### src/rtl/eeprom_i2c_slave.sv
// 24C08-style I2C EEPROM responder (1 KB, 16-byte write pages).
// Open-drain SDA, never stretches SCL, byte-wide synchronous memory port.
module eeprom_i2c_slave #(
  parameter logic [4:0] DEV_ADDR_HI = 5'b10100,
  parameter int         PAGE_BITS   = 4
) (
  input  logic       clk,
  input  logic       rst_n,
  input  logic       scl_in,
  input  logic       sda_in,
  output logic       sda_out,
  output logic       sda_out_en,
  input  logic       wp,
  output logic [9:0] mem_addr,
  output logic [7:0] mem_wdata,
  output logic       mem_we,
  output logic       mem_re,
  input  logic [7:0] mem_rdata,
  output logic       busy
);

  typedef enum logic [3:0] {
    S_IDLE, S_DEV, S_DEV_ACK, S_WADDR, S_WADDR_ACK,
    S_WDATA, S_WDATA_ACK, S_RDATA, S_RACK, S_WAIT_STOP
  } state_t;

  state_t      state_q, state_d;
  logic        scl_m_q, scl_s_q, scl_h_q;
  logic        sda_m_q, sda_s_q, sda_h_q;
  logic [3:0]  cnt_q, cnt_d;
  logic [7:0]  sr_q, sr_d;
  logic [9:0]  ptr_q, ptr_d;
  logic        oe_q, oe_d;
  logic        rw_q, rw_d;
  logic        ack_q, ack_d;
  logic        pend_q, pend_d;
  logic        ld_q, ld_d;
  logic [9:0]  addr_q, addr_d;
  logic [7:0]  wdata_q, wdata_d;
  logic        we_q, we_d;
  logic        re_q, re_d;

  logic scl_rise, scl_fall, start_c, stop_c;

  assign scl_rise = scl_s_q & ~scl_h_q;
  assign scl_fall = ~scl_s_q & scl_h_q;
  assign start_c  = scl_s_q & scl_h_q & sda_h_q & ~sda_s_q;
  assign stop_c   = scl_s_q & scl_h_q & ~sda_h_q & sda_s_q;

  assign sda_out    = 1'b0;
  assign sda_out_en = oe_q;
  assign mem_addr   = addr_q;
  assign mem_wdata  = wdata_q;
  assign mem_we     = we_q;
  assign mem_re     = re_q;
  assign busy       = (state_q != S_IDLE);

  // Synchronize the bus pins and keep one sample of history for edges.
  always_ff @(posedge clk) begin
    if (!rst_n) begin
      scl_m_q <= 1'b1; scl_s_q <= 1'b1; scl_h_q <= 1'b1;
      sda_m_q <= 1'b1; sda_s_q <= 1'b1; sda_h_q <= 1'b1;
    end else begin
      scl_m_q <= scl_in; scl_s_q <= scl_m_q; scl_h_q <= scl_s_q;
      sda_m_q <= sda_in; sda_s_q <= sda_m_q; sda_h_q <= sda_s_q;
    end
  end

  // Protocol state and datapath registers.
  always_ff @(posedge clk) begin
    if (!rst_n) begin
      state_q <= S_IDLE;
      cnt_q   <= '0;
      sr_q    <= '0;
      ptr_q   <= '0;
      oe_q    <= 1'b0;
      rw_q    <= 1'b0;
      ack_q   <= 1'b0;
      pend_q  <= 1'b0;
      ld_q    <= 1'b0;
      addr_q  <= '0;
      wdata_q <= '0;
      we_q    <= 1'b0;
      re_q    <= 1'b0;
    end else begin
      state_q <= state_d;
      cnt_q   <= cnt_d;
      sr_q    <= sr_d;
      ptr_q   <= ptr_d;
      oe_q    <= oe_d;
      rw_q    <= rw_d;
      ack_q   <= ack_d;
      pend_q  <= pend_d;
      ld_q    <= ld_d;
      addr_q  <= addr_d;
      wdata_q <= wdata_d;
      we_q    <= we_d;
      re_q    <= re_d;
    end
  end

  // Next-state decode; all SDA changes happen on a detected SCL fall.
  always_comb begin
    state_d = state_q;
    cnt_d   = cnt_q;
    sr_d    = sr_q;
    ptr_d   = ptr_q;
    oe_d    = oe_q;
    rw_d    = rw_q;
    ack_d   = ack_q;
    pend_d  = 1'b0;
    ld_d    = re_q;
    addr_d  = addr_q;
    wdata_d = wdata_q;
    we_d    = 1'b0;
    re_d    = pend_q;
    if (pend_q) addr_d = ptr_q;
    if (ld_q) sr_d = mem_rdata;

    if (start_c) begin
      state_d = S_DEV;
      cnt_d   = '0;
      oe_d    = 1'b0;
      re_d    = 1'b0;
    end else if (stop_c) begin
      state_d = S_IDLE;
      oe_d    = 1'b0;
      re_d    = 1'b0;
    end else begin
      case (state_q)
        S_DEV, S_WADDR, S_WDATA: begin
          if (scl_rise && cnt_q != 4'd8) begin
            sr_d  = {sr_q[6:0], sda_s_q};
            cnt_d = cnt_q + 4'd1;
          end else if (scl_fall && cnt_q == 4'd8) begin
            case (state_q)
              S_DEV: begin
                if (sr_q[7:3] == DEV_ADDR_HI) begin
                  state_d    = S_DEV_ACK;
                  oe_d       = 1'b1;
                  ptr_d[9:8] = sr_q[2:1];
                  rw_d       = sr_q[0];
                  pend_d     = sr_q[0];
                end else begin
                  state_d = S_WAIT_STOP;
                end
              end
              S_WADDR: begin
                state_d    = S_WADDR_ACK;
                oe_d       = 1'b1;
                ptr_d[7:0] = sr_q;
              end
              default: begin
                if (wp) begin
                  state_d = S_WAIT_STOP;
                end else begin
                  state_d = S_WDATA_ACK;
                  oe_d    = 1'b1;
                end
              end
            endcase
          end
        end
        S_DEV_ACK: begin
          if (scl_fall) begin
            if (rw_q) begin
              state_d = S_RDATA;
              oe_d    = ~sr_q[7];
              sr_d    = {sr_q[6:0], 1'b0};
              cnt_d   = 4'd1;
            end else begin
              state_d = S_WADDR;
              oe_d    = 1'b0;
              cnt_d   = '0;
            end
          end
        end
        S_WADDR_ACK: begin
          if (scl_fall) begin
            state_d = S_WDATA;
            oe_d    = 1'b0;
            cnt_d   = '0;
          end
        end
        S_WDATA_ACK: begin
          if (scl_rise) begin
            we_d    = 1'b1;
            addr_d  = ptr_q;
            wdata_d = sr_q;
            ptr_d[PAGE_BITS-1:0] = ptr_q[PAGE_BITS-1:0] + 1'b1;
          end else if (scl_fall) begin
            state_d = S_WDATA;
            oe_d    = 1'b0;
            cnt_d   = '0;
          end
        end
        S_RDATA: begin
          if (scl_fall) begin
            if (cnt_q == 4'd8) begin
              state_d = S_RACK;
              oe_d    = 1'b0;
            end else begin
              oe_d  = ~sr_q[7];
              sr_d  = {sr_q[6:0], 1'b0};
              cnt_d = cnt_q + 4'd1;
            end
          end
        end
        S_RACK: begin
          if (scl_rise) begin
            ptr_d  = ptr_q + 10'd1;
            ack_d  = ~sda_s_q;
            pend_d = ~sda_s_q;
          end else if (scl_fall) begin
            if (ack_q) begin
              state_d = S_RDATA;
              oe_d    = ~sr_q[7];
              sr_d    = {sr_q[6:0], 1'b0};
              cnt_d   = 4'd1;
            end else begin
              state_d = S_WAIT_STOP;
              oe_d    = 1'b0;
            end
          end
        end
        default: ;
      endcase
    end
  end

endmodule

### config.mk
export PLATFORM = sky130hd
export DESIGN_NAME = eeprom_i2c_slave
export DESIGN_NICKNAME = d
export VERILOG_FILES = /design/src/rtl/eeprom_i2c_slave.sv
export SDC_FILE = /design/constraint.sdc
export NUM_CORES = 1
export LEC_CHECK = 0
export ABC_AREA = 1
export BUFFER_PORTS_ARGS = -buffer_cell sky130_fd_sc_hd__buf_2
export CAP_MARGIN = 20
export CORE_UTILIZATION = 36
export CTS_CLUSTER_DIAMETER = 40
export DETAILED_ROUTE_END_ITERATION = 8
export GPL_ROUTABILITY_DRIVEN = 0
export PLACE_DENSITY_LB_ADDON = 0.08
export SLEW_MARGIN = 20
export SYNTH_ARGS = -nofsm -noshare
export SYNTH_HDL_FRONTEND = slang
export SYNTH_SLANG_ARGS = --single-unit
### constraint.sdc
create_clock -name clk -period 1.57 [get_ports clk]
set_input_delay 0.2355 -clock clk [delete_from_list [all_inputs] [get_ports clk]]
set_output_delay 0.2355 -clock clk [all_outputs]
set_load 0.01 [all_outputs]
; ---- Word level (Yosys, flattened, before mapping)
; Index checks and enable logic that the tools add are counted.
[classes]
n_reduce_logical = 21
eq_ne = 37
n_mux = 76
bitwise_logic = 17
div = 0
add_sub_neg = 3
order_cmp = 0
multipliers = 0
shifts = 0
[op_table]
columns = op, n
row1 = 8-bit two-way mux, 12
row2 = 4-bit two-way mux, 22
row3 = 10-bit two-way mux, 8
row4 = 4-bit case mux with 6 select lines, 2
row5 = 4-bit inequality test (second input constant), 10
row6 = 2-bit inequality test (second input constant), 16
row7 = 8-bit case mux with 4 select lines, 1
row8 = 1-bit two-way mux, 22
row9 = 10-bit AND reduction, 2
row10 = 9-bit AND reduction, 2
row11 = 4-bit by 3-bit equality test with 1-bit output (second input constant), 4
row12 = 8-bit AND reduction, 2
row13 = 7-bit AND reduction, 2
row14 = 4-bit case mux with 3 select lines, 1
row15 = 6-bit case mux with 2 select lines, 1
row16 = 10-bit by 1-bit adder with 10-bit output (second input constant), 1
row17 = 1-bit inverter, 10
row18 = 4-bit by 1-bit adder with 4-bit output (second input constant), 2
row19 = 4-bit by 2-bit equality test with 1-bit output (second input constant), 2
row20 = 4-bit equality test (second input constant), 2
row21 = 4-bit case mux with 2 select lines, 1
row22 = 4-bit AND reduction, 2
row23 = 8-bit nonzero test, 1
row24 = 1-bit bitwise AND, 7
row25 = other kinds (15), 19
[word_totals]
ram_bits = 0
inputBits = 13
mem_bits_ro = 0
memories = 0
output_inout_bits = 23
reg_bits = 57
latch_bits = 0
wordCells = 176

; ---- Longest topological paths before layout
; Gate-level depths: netlist (run 1).
[logic_depth]
word_depth = 8
depth_mapped = 12
ltp_nobuf = 12

; ---- Least setup slack after synthesis (run 1)
; No wires, ideal clock.
[synth_path]
path_type = reg-to-reg
start = register cnt_q[0]
end = register state_q[1]
t_arrival_ns = 1.441
path_stages_with_launch = 12
setup_slack_ns = 0.013
setup_time_ns = 0.116
cell_sequence = dfxtp_1 -> inv_1 -> ha_1 -> nand3_1 -> inv_1 -> nand2_1 -> nand2_2 -> nand2_1 -> nor2_2 -> nand2_1 -> o21ai_0 -> nor2_1
[synth_between]
elab_chain_cells = 4
word_cells_on_any_way = 8
[synth_lines]
columns = element, line
row1 = "start, declared", 30  ; logic [3:0] cnt_q, cnt_d;
row2 = "start signal, assigned", 87  ; cnt_q <= cnt_d;
row3 = 4-bit equality test / 4-bit inequality test (equally long branches), "135, 199, 132"
row4 = 1-bit logical AND (on tied branches), "135, 132"
row5 = 2-bit inequality test (no source line), n/a
row6 = 9-bit AND reduction (no source line) (*), n/a
row7 = "end signal, assigned", 86  ; state_q <= state_d;
row8 = "end, declared", 27  ; state_t state_q, state_d;
; Every way passes the cells marked *; elsewhere a longest branch is shown, timed or not.
; A chain may end at the register's enable or synchronous reset.

; ---- Worst setup path after layout (run 1)
[layout_path]
start = register state_q[0]
end = register ptr_q[7]
[layout_between]
elab_chain_cells = 4
word_cells_on_any_way = 12
[layout_lines]
columns = element, line
row1 = 4-bit by 1-bit equality test with 1-bit output (tied with other cells), 130  ; case (state_q)
row2 = 3-bit OR reduction, 130
row3 = 2-bit inequality test (no source line) / 2-bit nonzero test (equally long branches), n/a
row4 = 7-bit AND reduction (no source line), n/a
row5 = "end signal, assigned", 89  ; ptr_q <= ptr_d;
row6 = "end, declared", 32  ; logic [9:0] ptr_q, ptr_d;
; Several ways; a longest one is shown, not always the timed one.

==> summary.md, run 1 <==
| Metric | Value |
|---|---|
| Hold WC Path Type | in2reg |
| Vias per cell | 4.85 |
| Pleak | around 2.2 nW |
| DR vias | around 3300 |
| Die Span Y | between 90 and 100 um |
| DIE AREA | roughly 8800 sq um |
| FILL cells | 773 |
| Synth Area in Compound Gates | between 15 and 20% |
| DRT iter0 DRCs | about 150 |
| Top Family by Delay on Critical Path | simple AND/OR/NAND/NOR gates |
| Diode count | 0 |
| FF/Latch Area | between 1000 and 1500 sq um |
| Share of cells above drive strength 1 | roughly two fifths |
| Gate Count Post-Synth | between 400 and 500 |
| Avg WL per Cell | approximately 14 um |
| Synth Warn # | 0 |
| CP arrival | 1.80 ns |
| Peak Freq | ~0.64 GHz |
| Vias in the first global route | slightly above 3000 |
| Remaining DRCs | 0 |
| Placed wire-length estimate | approximately 6.6 mm |
| Routed length on met3 | 371 um |
| Ports | 36 |
| P&R area growth vs syn | 50.2% |
| Final setup violation count | 0 |
| Max-Cap Viols | 0 |
| Outcome | finished, final reports clean |
| Cell breakdown of the critical path | buf_4 -> nand2_4 -> nand2_4 -> nand3_4 -> nand2_4 -> nor3_4 -> inv_2 -> nor2_1 -> nor2_1 |
| Yosys top cell by area | dfxtp_1 |
| Starting Density | 37.1% |
| Crit. End Element | flop |
| Synth Area per Inst | 6.53 sq um |
| Pre-CTS setup slack | -0.149 ns |
| Power per Cell Area | around 1300 nW/um^2 |
| Length of routed met2 wiring | 4.31 mm |
| Clock latency at the later pin of the worst-skew pair | ~0.35 ns |
| Multi-input combinational cell area | approximately 2100 sq um |
| Final Worst Setup Slack | 0.0145 ns |
| Clk sinks | 57 |
| Minimum clock period | between 1.5 and 2 ns |
| Metal1 wirelength | about 4.8 mm |
| CTS root buf | clkbuf_8 |
| Total power | slightly above 6 mW |
| Core box area | between 8000 and 9000 sq um |
| CTS tree | built |
| Multiplexer area fraction after synthesis | less than 1% |
| Post-Syn Area | around 3000 sq um |
| First-pass iteration count of the detailed router | 5 |
| Crit share post-route | roughly 99% |
| #FFs+latches synth | 57 |
| Sequential element share of the synthesized area | 37.4% |
| First-pass GRT wire length | 14.8 mm |
| Standard-cell row count | 33 |
| Adder-Cell Fraction of Synth Area | under 10% |
| Clock-pin slew on the worst setup and hold paths | ~0.080 ns |
| Main combinational cell family by area after synthesis | simple AND/OR/NAND/NOR gates |
| Post-Synth XOR/XNOR Area | roughly 1.7% |
| Max incr delay on CP | 0.39 ns |
| Port Buf Inserts | 34 |
| CP max-delay cell | dfxtp_4 |
| CP most frequent cell | nand2_4 |
| Cell variety after synth | 35 |
| Final Hold Vio Count | 0 |
| Crit Path Class | reg2reg |
| Layout Skew | 0.00973 ns |
| Post-Synth Simple-Gate Area | 35.4% |
| Largest cells by area after synthesis | dfxtp_1 (37%), nand2_1 (15%), nor2_1 (9.1%) |
| Max Used Layer | met4 |
| H-Tree Level Count | 3 |
| Peak supply drop | approximately 0.00044 V |
| Fin nets | about 590 |
| CP required | 1.81 ns |
| RSZ-0062 raised after global routing | yes |
| Largest net degree at the start of global routing | 29 |
| Mapped Nets | slightly below 500 |
| Critical path launch point type | flop |
| CTS Buffer Depth | 2 |
| Post-synth top area share | about 37% |
| GR Overflow Total | 0 |
| DRT antenna net count | 0 |
| Cts bufs inserted | 9 |
| GRT Total Usage | a little over a fifth |
| Max Slew Vio Count | 0 |
| Initial antenna violation count | 0 |
| Most common cell after layout, fill and taps aside | nand2_1 |
| Sum of buffers and inverters on the critical path | 2 |
| Total Routed Length | between 9 and 10 mm |
| Die W | 94.0 um |
| Most frequent cells in the layout | nand2_1 (97), buf_4 (65), nor2_1 (60) |
| CP Max Fanout | 5 |
-- report_power, final --
group	internal (mW)	switching, mW	leakage [nW]
registers	1.62	0.212	0.466
logic	1.12	1.49	1.60
clock network	0.943	0.695	0.113
-- routing by layer --
metal,up-vias,track usage [%]
met4,0,7.31
met2,82,34.9
met1,1527,29.9
met3,13,3.96
met5,-,0
li1,1716,-
-- registers in the layout, summed over array words and instances (netlist names), 4 cells and up --
signal,flops
ptr_q,10
mem_addr,10
cnt_q,4
state_q,4
mem_wdata,8
sr_q,8
-- stage by stage --
stage	TNS [ns]	instances	instance area [sq um]	hold slack, ns	utilization [%]
after floorplan	0	467	3050	0.342	-
after global placement	-2.12	655	3760	0.394	45.7
final	0	688	4580	0.0673	55.7
after CTS	-0.0369	676	4210	0.0525	51.2
after detailed placement	-2.47	655	3760	0.402	45.7
after global routing	-1.30	688	4580	0.0693	55.7
-- cell families (layout without fill, tap and decap cells) --
| kind of cell | count (synthesis) | count (layout) |
|---|---|---|
| AND/OR/NAND/NOR | 246 | 248 |
| other | 1 | 1 |
| flip-flops | 57 | 57 |
| multiplexers | 1 | 1 |
| XOR/XNOR | 6 | 6 |
| buffers and inverters | 63 | 177 |
| adder cells (fa/ha/maj) | 3 | 3 |
| AO/OA/AOI/OAI | 90 | 90 |
-- path summary, 6_finish.rpt --
| kind | start | to | slack, ns | cells past startpoint |
|---|---|---|---|---|
| min | sda_in | sda_m_q | 0.07 | 2 |
| min reg2reg | scl_m_q | scl_s_q | 0.41 | 1 |
| max reg2reg | state_q[0] | ptr_q[7] | 0.01 | 9 |
| max | state_q[0] | ptr_q[7] | 0.01 | 9 |
-- Yosys cell counts --
cell type,instances
xor2_1,5
nand2_2,4
inv_1,46
clkbuf_1,7
nor3_2,2
conb_1,1
ha_1,3
a31oi_1,1
o22ai_1,1
o21bai_1,1
o211ai_1,1
buf_2,2
xnor2_1,1
nor2_1,74
o21ai_1,3
o21ai_0,45
nand4_1,5
o21ai_2,2
a21o_1,1
mux2i_1,1
nor3_1,3
buf_6,1
a21oi_1,34
a211oi_1,1
nand3_2,4
dfxtp_1,57
nand3_1,16
or2_1,2
inv_2,5
nor3b_4,1
nor2_2,7
nand2_1,118
buf_4,2
nor3_4,1
or2_2,9
-- worst register-to-register path: cells and delay by family (launching register included) --
family                 cells  cell delay, ns
and+or+nand+nor            7            0.79
buffers and inverters      2            0.25
DFF                        1            0.39
-- final cells by class --
| type | instances | area share, % |
|---|---|---|
| clock buffers | 10 | 3.01 |
| clock inverters | 6 | 1.97 |
| inverters | 51 | 4.45 |
| multi-input cells | 349 | 45.1 |
| flip-flops and latches | 57 | 25.3 |
| well taps | 105 | 2.87 |
| repair buffers | 110 | 17.3 |
-- timing repair --
| item | in CTS | in global routing |
|---|---|---|
| gates cloned | 1 | 2 |
| resized for setup | 52 | 84 |
| setup buffers | 4 | 11 |
| pin swaps | 8 | 31 |
| hold buffers | 0 | 0 |
| setup endpoints to repair | 27 | 48 |
Power figures use the tool's default switching activity.
==> run 2: changes to the inputs <==
Settings changed: PLACE_DENSITY set to 0.63, PLACE_DENSITY_LB_ADDON 0.08 to not set, SKIP_LAST_GASP set to 1.
Clock period 1.57 ns to 1.6 ns, I/O delays scaled along.
==> run 2 against run 1 <==
  * The run now ends with setup timing left
  * Clock-buffer cell count increased by 2
  * Die area stayed put
  * Routed wire length fell by 3.3%
  * Register-to-register slack got worse by 0.07 ns
  * Hold slack improved by 0.011 ns
  * Core utilization fell by 3.4 points
  * Critical path type unchanged
  * Largest power group unchanged
  * Highest routed layer unchanged
==> summary.md, run 2 (synthesis gave the netlist of run 1 again) <==
| Metric | Value |
|---|---|
| Die Span Y | 94.0 um (unchanged) |
| Final Worst Setup Slack | -0.0545 ns (-0.0691 ns) |
| H-Tree Level Count | 3 (unchanged) |
| DIE AREA | 8840 sq um (unchanged) |
| Power per Cell Area | 1320 nW/um^2 (-0.75%) |
| CP required | 1.87 ns (+0.06 ns) |
| Pleak | 2.07 nW (-5.2%) |
| DRT antenna net count | 0 (unchanged) |
| Clock share of power | 25.2% (-1.7 points) |
| Core box area | 8220 sq um (unchanged) |
| Max-Cap Viols | 0 (unchanged) |
| Cts bufs inserted | 9 (unchanged) |
| Final standard cell area without fillers | 4300 sq um (-6.2%) |
| Largest net degree at the start of global routing | 29 (unchanged) |
| GR Overflow Total | 0 (unchanged) |
| Worst reg2reg startpoint | state_q[2] |
| Worst reg2reg path depth | 11 (+2) |
| Clock-pin slew on the worst setup and hold paths | 0.07 ns (about the same) |
| Most frequent cells in the layout | nand2_1 (101), nor2_1 (65), buf_4 (63) |
| Cell breakdown of the critical path | inv_1 -> nor2_2 -> nand2_1 -> buf_4 -> nor2_1 -> nor2_1 -> nand2_1 -> nand3_1 -> nand2_1 -> nor2_1 -> nor2_1 |
| DRT iter0 DRCs | 281 (+86%) |
| Hold WC Path Type | in2reg |
| CTS Buffer Depth | 2 (unchanged) |
| R2R setup slack | -0.05 ns (-0.07 ns) |
| Max Slew Vio Count | 0 (unchanged) |
| CTS root buf | clkbuf_8 |
| Crit path launch | state_q[2] |
| Critical Path Stages | 11 (+2) |
| Sw frac | 39.0% (-0.38 points) |
| Die W | 94.0 um (unchanged) |
| Starting Density | 37.1% (unchanged) |
| CP arrival | 1.93 ns (+0.13 ns) |
| Crit. End Element | flop |
| Sw Pwr | 2.21 mW (-7.8%) |
| Final setup violation count | 6 (+6) |
| Standard-cell row count | 33 (unchanged) |
| RSZ-0062 raised after global routing | yes |
| CTS Hold Bufs | 0 (unchanged) |
| Critical path launch point type | flop |
| Diode count | 0 (unchanged) |
| Outcome | complete, but fails checks |
| Avg WL per Cell | 13.7 um (-1.6%) |
| Remaining DRCs | 0 (unchanged) |
| Peak Freq | 0.604 GHz (-6.0%) |
| Minimum clock period | 1.65 ns (+0.0991 ns) |
| Sum of buffers and inverters on the critical path | 2 (unchanged) |
| Crit Path Class | reg2reg |
| Share of cells above drive strength 1 | 36.1% (-3.9 points) |
| First-pass GRT wire length | 14.0 mm (-5.4%) |
| R2r endpoint | state_q[0] |
| Clk sinks | 57 (unchanged) |
| Final Non-Filler Cells | 676 (-1.7%) |
| Initial antenna violation count | 0 (unchanged) |
| First-pass iteration count of the detailed router | 5 (unchanged) |
| CP max-delay cell | dfxtp_4 |
| DR vias | 3421 (+2.5%) |
| Flop pwr share | 31.6% (+1.4 points) |
| GRT Total Usage | 20.7% (-1.3 points) |
| Vias in the first global route | 3053 (-1.1%) |
| Placed instance count | 650 (-0.76%) |
| Post-DP Area | 3710 sq um (-1.3%) |
| Port Buf Inserts | 34 (unchanged) |
| Total Routed Length | 9.27 mm (-3.3%) |
| P&R area growth vs syn | 40.9% |
| Cell internal pwr | 3.46 mW (-6.3%) |
| Slew margin rel. | approximately two thirds |
| CTS tree | built |
| Clock latency at the later pin of the worst-skew pair | 0.35 ns (about the same) |
| Layout Skew | 0.0121 ns (+0.00237 ns) |
| Placed wire-length estimate | 6.23 mm (-5.6%) |
| Max incr delay on CP | 0.40 ns (about the same) |
| Ports | 36 (unchanged) |
| Fin nets | 582 (-2.0%) |
| CP most frequent cell | nor2_1 |
| CP Max Fanout | 5 (unchanged) |
| Vias per cell | 5.06 (+4.3%) |
| Most common cell after layout, fill and taps aside | nand2_1 |
| Top Family by Delay on Critical Path | simple AND/OR/NAND/NOR gates |
| Peak supply drop | 0.000486 V (+10%) |
| Combinational power share | 43.3% (+0.4 points) |
| Failing checks | setup timing |
| Crit path to | state_q[0] |
| Final Hold Vio Count | 0 (unchanged) |
| Crit share post-route | 103% (+4.3 points) |
| Worst slew pin tran | approximately 0.53 ns |
| Setup_tns | -0.143 ns (-0.143 ns) |
==> run 2: layout make-up <==
type | instances | area, sq um
clock inverter | 4 | 51.3
inverter | 51 | 199
fill | 779 | 3920
clock buffer | 12 | 155
tap | 105 | 131
sequential | 57 | 1160
multi-input combinational | 349 | 1950
timing repair buffer | 98 | 654
==> run 2: timing repair <==
action,in CTS,in global routing
gates cloned,0,2
setup endpoints to repair,37,37
resized for setup,30,64
setup buffers,1,7
pin swaps,6,16
==> run 2: per-stage QoR <==
stage | setup slack, ns | utilization [%] | hold slack (ns) | total power [mW]
3_5_place_dp | -0.125 | 45.1 | 0.404 | 3.71
6_report | -0.0545 | 52.3 | 0.0785 | 5.66
4_1_cts | -0.0209 | 48.9 | 0.0652 | 5.28
3_3_place_gp | -0.130 | 45.1 | 0.393 | 3.68
5_1_grt | -0.131 | 52.3 | 0.0720 | 6.00
2_1_floorplan | 0.0428 | - | 0.347 | 2.99
==> run 2: per-layer routing <==
layer	GRT usage (%)	vias up	share of wire [%]
met4	7.82	0	2.5
li1	-	1688	-
met1	25.6	1560	43
met2	33.8	146	46
met3	5.91	27	7.6
met5	0	-	0
==> run 2: worst min-delay path by stage <==
| stage | cells past startpoint | from | end | slack, ns |
|---|---|---|---|---|
| finish | 2 | sda_in | sda_m_q | 0.08 |
| global route | 2 | scl_in | scl_m_q | 0.07 |
| CTS | 2 | sda_in | sda_m_q | 0.07 |
| detailed placement | 1 | sda_m_q | sda_s_q | 0.40 |
| global placement | 1 | sda_m_q | sda_s_q | 0.39 |
| floorplan | 1 | scl_in | scl_m_q | 0.35 |
==> run 2: power groups by stage <==
stage	logic (mW)	registers, mW	clock network [mW]
final	2.45	1.79	1.43
after global routing	2.67	1.81	1.51
after CTS	2.08	1.74	1.45
after detailed placement	1.95	1.77	0
after global placement	1.92	1.76	0
after floorplan	1.27	1.72	0
==> run 3: changes to the inputs <==
--- a/constraint.sdc
+++ b/constraint.sdc
@@ -3,2 +3,2 @@
 set_output_delay 0.24 -clock clk [all_outputs]
-set_load 0.01 [all_outputs]
+set_load 0.1 [all_outputs]
==> run 3 against run 2 <==
  * The run still ends with setup timing left
  * Via count hardly changed
  * Flip-flop and latch count stayed put
  * Die area stayed put
  * Critical endpoint is now ptr_q[4]
  * Largest power group unchanged
==> summary.md, run 3 (synthesis gave the netlist of run 1 again) <==
| Metric | Value |
|---|---|
| Outcome | complete, but fails checks |
| Failing checks | setup timing |
| Clock-pin slew on the worst setup and hold paths | 0.07 ns (about the same) |
| Clock share of power | 20.6% (-4.6 points) |
| DR vias | 3420 (-0.029%) |
| Hold WC Path Type | in2reg |
| Most common cell after layout, fill and taps aside | nand2_1 |
| Port Buf Inserts | 34 (unchanged) |
| Share of cells above drive strength 1 | 40.7% (+4.6 points) |
| Fin nets | 594 (+2.1%) |
| CTS tree | built |
| Flop pwr share | 29.9% (-1.7 points) |
| Max Slew Vio Count | 0 (unchanged) |
| Final setup violation count | 5 (-1) |
| DRT iter0 DRCs | 247 (-12%) |
| Cell internal pwr | 3.44 mW (-0.48%) |
| Max Used Layer | met4 |
| Crit. End Element | flop |
| Sw frac | 42.5% (+3.5 points) |
| Post-DP Area | 3750 sq um (+1.2%) |
| Placed wire-length estimate | 6.26 mm (+0.46%) |
| FILL cells | 745 (-4.4%) |
| Peak Freq | 0.617 GHz (+2.1%) |
| Max-Cap Viols | 0 (unchanged) |
| Layout Skew | 0.00663 ns (-0.00547 ns) |
| Sw Pwr | 2.54 mW (+15%) |
| CP required | 1.89 ns (+0.02 ns) |
| Final core utilization | 54.7% (+2.4 points) |
| CTS Hold Bufs | 0 (unchanged) |
| Clock latency at the later pin of the worst-skew pair | 0.35 ns (about the same) |
| Clk sinks | 57 (unchanged) |
| RSZ-0062 raised after global routing | yes |
| GRT Total Usage | 20.9% (+0.21 points) |
| Pleak | 2.15 nW (+3.8%) |
| Worst slew pin tran | 0.560 ns (+0.0339 ns) |
| Final Worst Setup Slack | -0.0210 ns (+0.0336 ns) |
| Vias in the first global route | 3111 (+1.9%) |
| DIE AREA | 8840 sq um (unchanged) |
| Die W | 94.0 um (unchanged) |
| CTS Buffer Depth | 2 (unchanged) |
| CP Max Fanout | 5 (unchanged) |
| Slew margin rel. | 62.6% (-2.3 points) |
| P&R area growth vs syn | 47.4% |
| Setup_tns | -0.0381 ns (+0.105 ns) |
| Starting Density | 37.1% (unchanged) |
| Standard-cell row count | 33 (unchanged) |
| Total power | 5.98 mW (+5.6%) |
| Peak supply drop | 0.000546 V (+12%) |
| Crit share post-route | 101% (-2.1 points) |
| Remaining DRCs | 0 (unchanged) |
| Most frequent cells in the layout | nand2_1 (94), buf_4 (69), nor2_1 (61) |
| Total Routed Length | 9.62 mm (+3.8%) |
| Initial antenna violation count | 0 (unchanged) |
| Critical path launch point type | flop |
| Combinational power share | 49.4% (+6.1 points) |
| CTS root buf | clkbuf_8 |
| Routed length on met3 | 553 um (-21%) |
| CP arrival | 1.91 ns (-0.02 ns) |
| Power per Cell Area | 1330 nW/um^2 (+0.90%) |
| H-Tree Level Count | 3 (unchanged) |
| Final standard cell area without fillers | 4500 sq um (+4.6%) |
| Length of routed met2 wiring | 4.54 mm (+5.3%) |
| Avg WL per Cell | 14.0 um (+2.0%) |
| Metal1 wirelength | 4.28 mm (+6.3%) |
| Minimum clock period | 1.62 ns (-0.0336 ns) |
| Largest net degree at the start of global routing | 29 (unchanged) |
| First-pass GRT wire length | 14.2 mm (+1.7%) |
| Die Span Y | 94.0 um (unchanged) |
| Final Hold Vio Count | 0 (unchanged) |
| Crit Path Class | reg2reg |
| Core box area | 8220 sq um (unchanged) |
| Diode count | 0 (unchanged) |
| GR Overflow Total | 0 (unchanged) |
| Ports | 36 (unchanged) |
| Vias per cell | 4.97 (-1.8%) |
| Cts bufs inserted | 9 (unchanged) |
| DRT antenna net count | 0 (unchanged) |
| First-pass iteration count of the detailed router | 4 (-1) |
-- run 3: changes by cell type in the layout (fill, tap and decap cells not counted), moves of 3 or more --
cell	delta
nand2_2	+4
o21ai_2	+3
nand2_1	-7
inv_2	+3
inv_1	-3
nor2_1	-4
o21ai_0	-3
buf_4	+6
buf_6	+6
-- run 3: layout make-up --
type	count	area, sq um	share of cell area [%]
multi-input cells	348	2050	45.5
flip-flops and latches	57	1160	25.8
repair buffers	111	787	17.5
inverters	51	199	4.43
clock buffers	11	141	3.15
well taps	105	131	2.92
clock inverters	5	31.3	0.696
-- run 3: layer usage --
| layer | GRT usage, % | vias up |
|---|---|---|
| met4 | 8.33 | 0 |
| met3 | 4.94 | 27 |
| met1 | 26.6 | 1571 |
| li1 | - | 1715 |
| met2 | 33.9 | 107 |
| met5 | 0 | - |
-- run 3: worst paths after layout --
path,end,slack (ns),cells after the start,start
hold reg to reg,sda_s_q,0.41,1,sda_m_q
hold / removal,sda_m_q,0.08,2,sda_in
setup / recovery,ptr_q[4],-0.02,9,state_q[3]
setup reg to reg,ptr_q[4],-0.02,9,state_q[3]
-- run 3: timing repair --
action,4_1_cts,5_1_grt
gates cloned,0,2
setup endpoints to repair,32,34
pin swaps,6,29
buffers inserted,1,17
resized for setup,32,102
-- run 3: power by group through the flow --
| stage | Clock (mW) | Sequential, mW | Combinational (mW) |
|---|---|---|---|
| 2_1_floorplan | 0 | 1.78 | 1.39 |
| 3_5_place_dp | 0 | 1.76 | 2.20 |
| 3_3_place_gp | 0 | 1.76 | 2.18 |
| 5_1_grt | 1.31 | 1.81 | 3.19 |
| 6_report | 1.23 | 1.79 | 2.95 |
| 4_1_cts | 1.25 | 1.75 | 2.31 |
-- run 3: critical path: stages (launching register included) --
cell and delay [ns]:
dfxtp_4 0.38, nor2_4 0.20, nand2_4 0.10, buf_6 0.13, nand3_4 0.11, nand2_4 0.07, nor3_4 0.27, buf_6 0.14
o21ai_0 0.06, nor2_1 0.10
-- run 3: per-stage QoR --
stage	setup slack (ns)	std cells	hold slack [ns]
final	-0.0210	688	0.0796
after global routing	-0.0934	688	0.0814
after CTS	0.000706	670	0.0648
after global placement	-0.188	654	0.394
after detailed placement	-0.192	654	0.403
after floorplan	0.0428	467	0.347
